<file path="config.mk">
export PLATFORM = sky130hd
export DESIGN_NAME = bin_to_bcd_seq
export DESIGN_NICKNAME = d
export VERILOG_FILES = /design/src/rtl/bcd_pkg.sv /design/src/rtl/bcd_add3.sv /design/src/rtl/bin_to_bcd_seq.sv
export SDC_FILE = /design/constraint.sdc
export NUM_CORES = 1
export LEC_CHECK = 0
export BUFFER_PORTS_ARGS = -buffer_cell sky130_fd_sc_hd__buf_2
export CAP_MARGIN = 5
export CORE_MARGIN = 8
export CORE_UTILIZATION = 55
export DETAILED_ROUTE_END_ITERATION = 7
export GPL_ROUTABILITY_DRIVEN = 0
export PLACE_DENSITY_LB_ADDON = 0.15
export SYNTH_ARGS = -nofsm -noshare
export SYNTH_HDL_FRONTEND = slang
export SYNTH_SLANG_ARGS = --single-unit
</file>
<file path="constraint.sdc">
create_clock -name clk -period 4.75 [get_ports clk]
set_input_delay 0.475 -clock clk [delete_from_list [all_inputs] [get_ports clk]]
set_output_delay 0.475 -clock clk [all_outputs]
set_load 0.02 [all_outputs]
</file>
<file path="src/rtl/bcd_pkg.sv">
// Shared definitions for the sequential binary-to-BCD converter.
//   DIGITS   : number of BCD digits produced (units..thousands)
//   MAX_BCD  : largest value representable in DIGITS decimal digits
//   BCD_NINE : digit value used when the result saturates
//   state_t  : converter FSM states
package bcd_pkg;

    localparam int          DIGITS   = 4;
    localparam int unsigned MAX_BCD  = 32'd9999;
    localparam logic [3:0]  BCD_NINE = 4'd9;

    typedef enum logic [1:0] {
        IDLE  = 2'd0,
        SHIFT = 2'd1,
        DONE  = 2'd2
    } state_t;

endpackage : bcd_pkg

</file>
<file path="src/rtl/bcd_add3.sv">
// Double-dabble digit correction: a BCD nibble of 5 or more gets +3 so that
// the following left shift carries correctly into the next decimal digit.
//   value    in  4  scratch nibble before correction
//   adjusted out 4  corrected nibble
module bcd_add3 (
    input  logic [3:0] value,
    output logic [3:0] adjusted
);

    // Conditional +3 correction of one BCD nibble.
    always_comb begin
        adjusted = value;
        if (value >= 4'd5) begin
            adjusted = value + 4'd3;
        end else begin
            adjusted = value;
        end
    end

endmodule : bcd_add3

</file>
<file path="src/rtl/bin_to_bcd_seq.sv">
// Sequential binary-to-BCD converter (shift-and-add-3, one bit per clock).
// Feeds the four 7-segment display stages with registered, held digits.
//   clk       in  1      system clock, rising edge
//   rst       in  1      synchronous reset, active-high
//   start     in  1      conversion request, sampled only while ready=1
//   bin_in    in  BIN_W  binary value, captured on the accepted start cycle
//   ready     out 1      high only in IDLE
//   done      out 1      one-cycle pulse, digits valid/updated this cycle
//   overflow  out 1      captured value exceeded 9999 (digits saturate to 9999)
//   unidades  out 4      units digit
//   decenas   out 4      tens digit
//   centenas  out 4      hundreds digit
//   miles     out 4      thousands digit
module bin_to_bcd_seq
    import bcd_pkg::*;
#(
    parameter int BIN_W = 14
) (
    input  logic             clk,
    input  logic             rst,
    input  logic             start,
    input  logic [BIN_W-1:0] bin_in,
    output logic             ready,
    output logic             done,
    output logic             overflow,
    output logic [3:0]       unidades,
    output logic [3:0]       decenas,
    output logic [3:0]       centenas,
    output logic [3:0]       miles
);

    localparam int CNT_W = $clog2(BIN_W + 1);
    localparam int SCR_W = 4 * DIGITS;

    state_t             state_r;
    state_t             next_state_s;
    logic [BIN_W-1:0]   shift_r;
    logic [BIN_W-1:0]   shift_nx_s;
    logic [SCR_W-1:0]   scratch_r;
    logic [SCR_W-1:0]   adj_s;
    logic [SCR_W-1:0]   scratch_nx_s;
    logic [CNT_W-1:0]   cnt_r;
    logic               ovf_pend_r;
    logic               ovf_pend_nx_s;
    logic               in_ovf_s;
    logic               last_shift_s;

    // One add-3 corrector per scratch nibble.
    genvar g;
    for (g = 0; g < DIGITS; g++) begin : g_add3
        bcd_add3 u_add3 (
            .value    (scratch_r[4*g +: 4]),
            .adjusted (adj_s[4*g +: 4])
        );
    end

    // Corrected scratch and shift register move left together by one bit;
    // the bit leaving the top of the scratch is discarded.
    assign scratch_nx_s = {adj_s[SCR_W-2:0], shift_r[BIN_W-1]};
    assign shift_nx_s   = {shift_r[BIN_W-2:0], 1'b0};

    // A set top bit after correction means the result already exceeds 9999,
    // which only happens when the capture-time overflow flag is set anyway;
    // folding it in keeps that discarded bit meaningful.
    assign ovf_pend_nx_s = ovf_pend_r | adj_s[SCR_W-1];

    assign in_ovf_s     = (32'(bin_in) > MAX_BCD);
    assign last_shift_s = (cnt_r == CNT_W'(1));

    // Next-state logic of the IDLE -> SHIFT -> DONE sequence.
    always_comb begin
        next_state_s = state_r;
        case (state_r)
            IDLE: begin
                if (start) begin
                    next_state_s = SHIFT;
                end else begin
                    next_state_s = IDLE;
                end
            end
            SHIFT: begin
                if (last_shift_s) begin
                    next_state_s = DONE;
                end else begin
                    next_state_s = SHIFT;
                end
            end
            DONE: begin
                next_state_s = IDLE;
            end
            default: begin
                next_state_s = IDLE;
            end
        endcase
    end

    // State register, datapath and registered outputs.
    always_ff @(posedge clk) begin
        if (rst) begin
            state_r    <= IDLE;
            shift_r    <= '0;
            scratch_r  <= '0;
            cnt_r      <= '0;
            ovf_pend_r <= 1'b0;
            ready      <= 1'b1;
            done       <= 1'b0;
            overflow   <= 1'b0;
            unidades   <= 4'd0;
            decenas    <= 4'd0;
            centenas   <= 4'd0;
            miles      <= 4'd0;
        end else begin
            state_r <= next_state_s;
            // ready/done decode the state being entered so they line up with it.
            ready   <= (next_state_s == IDLE);
            done    <= (next_state_s == DONE);
            case (state_r)
                IDLE: begin
                    if (start) begin
                        shift_r    <= bin_in;
                        scratch_r  <= '0;
                        cnt_r      <= CNT_W'(BIN_W);
                        ovf_pend_r <= in_ovf_s;
                    end else begin
                        shift_r    <= shift_r;
                        scratch_r  <= scratch_r;
                        cnt_r      <= cnt_r;
                        ovf_pend_r <= ovf_pend_r;
                    end
                end
                SHIFT: begin
                    shift_r    <= shift_nx_s;
                    scratch_r  <= scratch_nx_s;
                    cnt_r      <= cnt_r - CNT_W'(1);
                    ovf_pend_r <= ovf_pend_nx_s;
                    // Digits load on the edge entering DONE so they are
                    // valid during the done pulse.
                    if (last_shift_s) begin
                        if (ovf_pend_nx_s) begin
                            overflow <= 1'b1;
                            unidades <= BCD_NINE;
                            decenas  <= BCD_NINE;
                            centenas <= BCD_NINE;
                            miles    <= BCD_NINE;
                        end else begin
                            overflow <= 1'b0;
                            unidades <= scratch_nx_s[3:0];
                            decenas  <= scratch_nx_s[7:4];
                            centenas <= scratch_nx_s[11:8];
                            miles    <= scratch_nx_s[15:12];
                        end
                    end else begin
                        overflow <= overflow;
                    end
                end
                DONE: begin
                    cnt_r <= cnt_r;
                end
                default: begin
                    cnt_r <= '0;
                end
            endcase
        end
    end

endmodule : bin_to_bcd_seq
</file>
; Word level (Yosys, flattened, before mapping)
; Cells that the tools add are included.
[totals]
regBits = 56
input_bits = 17
output_inout_bits = 19
word_cells = 55
[classes]
add_sub_neg = 5
n_lt_le_gt_ge = 5
eq_ne = 5
mux = 20
bitwise_logic = 2
reduce_logical = 6
[op_table]
columns = operator, count
row1 = $mux 4, 9
row2 = $pmux 16 s2, 1
row3 = $pmux 14 s2, 1
row4 = $add 4x2->4 const B, 4
row5 = $ge 4x3->1 const B, 4
row6 = $mux 16, 1
row7 = $gt 14x14->1 const B, 1
row8 = $mux 14, 1
row9 = $pmux 4 s3, 1
row10 = $reduce_and 2->1, 3
row11 = $eq 2x2->1 const B, 2
row12 = $eq 4x1->1 const B, 1
row13 = $logic_not 2->1, 2
row14 = $pmux 2 s2, 1
row15 = $sub 4x1->4 const B, 1
row16 = $mux 1, 3
row17 = $eq 2x1->1 const B, 1
row18 = $mux 2, 1
row19 = $ne 2x2->1 const B, 1
row20 = $pmux 1 s2, 1
row21 = $reduce_bool 2->1, 1
row22 = $not 1->1, 1
row23 = $or 1x1->1, 1

; Logic depth before layout (Yosys ltp)
[logic_depth]
word_depth = 4
ltp_mapped = 7
depth_no_buf = 6

; By module
; Synthesis repeated with hierarchy kept, for this count alone.
[unflattened]
cells_unflattened = 327
hier_area_um2 = 2761.4
[by_module_without_submodules]
columns = mod, instances, cells_per_inst, area_per_inst_um2, seq_area_each_um2
row1 = bin_to_bcd_seq, 1, 263, 2356.0, 1121.1
row2 = bcd_add3, 4, 16, 101.3, 0.0

; Least setup slack after synthesis
; Ideal clock, no wire load.
[synth_path]
path_kind = register -> register
start = reg cnt_r[1]
end = reg miles[1]
setup_ns = 0.068
arrival_time_ns = 1.616
required_time_ns = 4.682
slack_ns = 3.067
stages_incl_launch_ff = 8
path_buffers = 1
synth_period_minus_slack_ns = 1.683
cell_sequence = dfxtp_1 inv_1 ha_1 or3b_4 nor3_4 or3b_1 buf_6 o2bb2ai_2
[synth_between]
elab_chain_len = 2
[synth_rtl]
columns = item, line_no
row1 = start: declaration, bin_to_bcd_seq.sv:42  ; logic [CNT_W-1:0] cnt_r;
row2 = start signal: assignment, bin_to_bcd_seq.sv:122  ; cnt_r <= CNT_W'(BIN_W);
row3 = start signal: assignment, bin_to_bcd_seq.sv:127  ; cnt_r <= cnt_r;
row4 = start signal: assignment, bin_to_bcd_seq.sv:134  ; cnt_r <= cnt_r - CNT_W'(1);
row5 = $eq 4x1->1, bin_to_bcd_seq.sv:68  ; assign last_shift_s = (cnt_r == CNT_W'(1));
row6 = $reduce_and 2->1 (no source line), n/a
row7 = end signal: assignment, bin_to_bcd_seq.sv:150  ; miles <= scratch_nx_s[15:12];
row8 = end: declaration, bin_to_bcd_seq.sv:29  ; output logic [3:0] miles
; Every way passes these cells.
; A chain may end at the register's enable or synchronous reset.

; Final worst setup path
[layout_path]
start = reg cnt_r[1]
end = reg miles[3]
; The elaborated chain is that of the path after synthesis.

==> out/qor.yml <==
slew_headroom_pct: 38.3
place_area_um2: 2790
vias: 2150
initial_core_util_pct: 56.0
post-route-util_pct: 61.6
power_frac_clock_pct: 29.5
via_per_inst: 5.70
cts_tree: "yes"
min_from: "bin_in[0]"
clock_sinks: 56
synth_xor_area_share_pct: 1.34
initialDrtViolationCount: 148
p_sw_uw: 219
worstPathRequired_ns: 4.91
power.density_nw_per_um2: 293
worst_pin_slew_ns: 0.925
grt_setup_unrepaired: "false"
crit_path_end_kind: "flip-flop"
wl_met2_um: 2400
synthAdderAreaFrac_pct: 4.79
layout_setup_ws_ns: 2.33
core-area_um2: 4660
diodes: 0
wl_met1_um: 2740
dpl.cell_count: 370
dr_wl_met3_um: 274
rrSetupSlack_ns: 2.33
drc: 0
clockRootBuffer: "clkbuf_8"
dieHeight_um: 84.9
min_to: "shift_r[0]$_SDFFE_PP0P_"
htree_levels: 2
netlist_instances: 297
p_leak_nw: 1.06
stdcell_count: 377
ant_nets: 0
post-cts-setup-buffers: 0
first_pass_iters: 4
cts_buffer_depth: 2
final_area_um2: 2870
avgSynthCellArea_um2: 8.79
finalHoldViolCount: 0
arrival_ns: 2.58
hold_class: "in -> reg"
avgRoutedWirePerCell_um: 14.6
setup_viol: 0
swShare_pct: 26.0
maxCapViolCount: 0
p_int_uw: 622
drive_gt1_share_pct: 21.1
ys_seq_elements: 56
ir_worst_vdd_uv: 167
slowest_stage: "nor3b_2"
ff2ff_path_depth: 6
cts_buffers: 5
cts.reportedPaths.clkPinSlew_ns: 0.10
hold-path-cell-count: 3
ys_seq_area_share_pct: 43.0
synth_compound_area_share_pct: 24.2
grt_pass1_vias: 1977
insertion_delay_ns: 0.31
r2r_start: "cnt_r[1]$_SDFFE_PP0P_"
port_buffers: 35
track_usage_pct: 15.4
yosys.area_share.simple_pct: 19.5
cp_cell_sequence: "inv_1 -> ha_1 -> or3b_4 -> nor2_1 -> nor3b_2 -> a311oi_1"
rows: 25
die_w_um: 84.9
antenna_found_initial: 0
r2r-end: "miles[3]$_SDFFE_PP0P_"
hpwl_um: 3790
power_frac_comb_pct: 11.0
post_cts_resized: 0
holdWs_ns: 0.409
fin_nets: 350
synthMuxAreaShare_pct: 1.73
wl_um: 5500
synth_warnings: 0
fmaxAchievable_ghz: 0.413
critPathBufInv: 1
crit_family: "simple AND/OR/NAND/NOR gates"
status: "completed"
finalPower_uw: 841
syn_area_um2: 2610
cp_max_fo: 11
max_stage_delay_ns: 0.61
die_area_um2: 7210
fin_skew_ns: 0.00691
min_period_over_period_pct: 51.0
syn2layout_area_growth_pct: 9.97
maxSlewViolCount: 0
dr.max_layer_used: "met4"
pre_cts_ws_ns: 2.28
grt_pass1_wl_um: 9190
cts_hold_buf: 0
synth_nets: 324
crit_type: "reg -> reg"
synth_top_family_by_area: "compound AO/OA/AOI/OAI gates"
grt_max_degree: 50
ios: 36
timing.setup.tns_ns: 0
grt-ovfl-total: 0
start_kind: "flip-flop"
yosysUniqueCellTypes: 39
seqPwrFrac_pct: 59.5
fin_crit_ns: 2.42
[logic make-up after synthesis]
group,count (synthesis)
adders and majority gates,10
muxes,4
DFF,56
buffers and inverters,35
and+or+nand+nor,106
AOI/OAI and AO/OA,82
xor gates and xnor gates,4
[state kept, by name, summed over array words and instances, names as in the netlist]
signal,flops
centenas,4
cnt_r,4
decenas,4
done,1
miles,4
overflow,1
ovf_pend_r,1
ready,1
scratch_r,16
shift_r,14
state_r,2
unidades,4
[how the worst max path moves through the flow]
stage	slack [ns]	startpoint	cells past startpoint	endpoint
global placement	2.39	cnt_r[1]$_SDFFE_PP0P_	6	miles[3]$_SDFFE_PP0P_
detailed placement	2.28	cnt_r[1]$_SDFFE_PP0P_	6	miles[3]$_SDFFE_PP0P_
finish	2.33	cnt_r[1]$_SDFFE_PP0P_	6	miles[3]$_SDFFE_PP0P_
floorplan	3.07	cnt_r[1]$_SDFFE_PP0P_	7	miles[1]$_SDFFE_PP0P_
global route	2.17	cnt_r[1]$_SDFFE_PP0P_	6	miles[3]$_SDFFE_PP0P_
CTS	2.29	cnt_r[1]$_SDFFE_PP0P_	6	miles[3]$_SDFFE_PP0P_
[routing by layer]
layer	vias to the layer above	GRT usage [%]
li1	1105	-
met1	990	20.0
met2	49	24.0
met3	6	3.86
met4	0	5.83
met5	-	0
[worst min-delay path, stage by stage]
cell and delay [ns]:
buf_2 0.08, a22oi_1 0.05, nor2_1 0.08
[placed cells by master (no fill, tap or decap), types with 4 or more instances in the layout]
cell       synthesis  final
mux2_2             4      4
a311oi_1          13     13
inv_1             16     16
xnor2_1            4      4
dfxtp_1           56     56
a211oi_1           8      8
a21oi_1           15     15
clkbuf_8           0      5
a22oi_1            5      5
buf_2              4     35
nand3_1            5      5
nor3b_1            5      5
nor2_1            36     34
nand2_1           32     32
nor3_1            10     10
o32ai_1            8      8
o21ba_2            4      4
ha_1              10     10
o2bb2ai_2          8      8
o21ai_0           18     18
[synth_stat cells]
master     number  area share [%]
a211o_1         1            0.34
a211oi_1        8             2.3
a21o_1          1            0.29
a21oi_1        15             2.9
a22oi_1         5             1.4
a311oi_1       13             4.4
a32oi_1         1            0.34
and2_1          3            0.72
buf_1           2            0.29
buf_2           4            0.77
buf_6           1            0.43
clkbuf_1       11             1.6
dfxtp_1        56              43
ha_1           10             4.8
inv_1          16             2.3
inv_2           1            0.14
mux2_2          4             1.7
nand2_1        32             4.6
nand2b_1        2            0.48
nand2b_2        1            0.34
nand3_1         5            0.96
nand3b_1        1            0.29
nor2_1         36             5.2
nor2_2          1            0.24
nor2b_1         3            0.72
nor3_1         10             1.9
nor3_4          1            0.62
nor3b_1         5             1.4
nor3b_2         1            0.48
nor4_1          1            0.24
o21ai_0        18             3.5
o21ba_2         4             1.5
o2bb2ai_2       8             4.6
o32ai_1         8             2.7
or2_2           1            0.24
or3_1           1            0.24
or3b_1          1            0.34
or3b_4          1            0.43
xnor2_1         4             1.3
[power groups by stage]
stage,clock (mW),sequential [mW],combinational (mW)
global route,0.274,0.503,0.105
CTS,0.252,0.500,0.0939
finish,0.248,0.500,0.0929
floorplan,0,0.510,0.0661
global placement,0,0.511,0.0928
detailed placement,0,0.511,0.0937
[cell type report]
type	instances	area [um^2]
sequential	56	1120
inverter	17	63.8
multi-input combinational	206	1350
tap	54	67.6
clock inverter	1	5.00
clock buffer	6	72.6
fill	411	1790
timing repair buffer	37	190
Note: power is estimated with default switching activity, not from simulation.
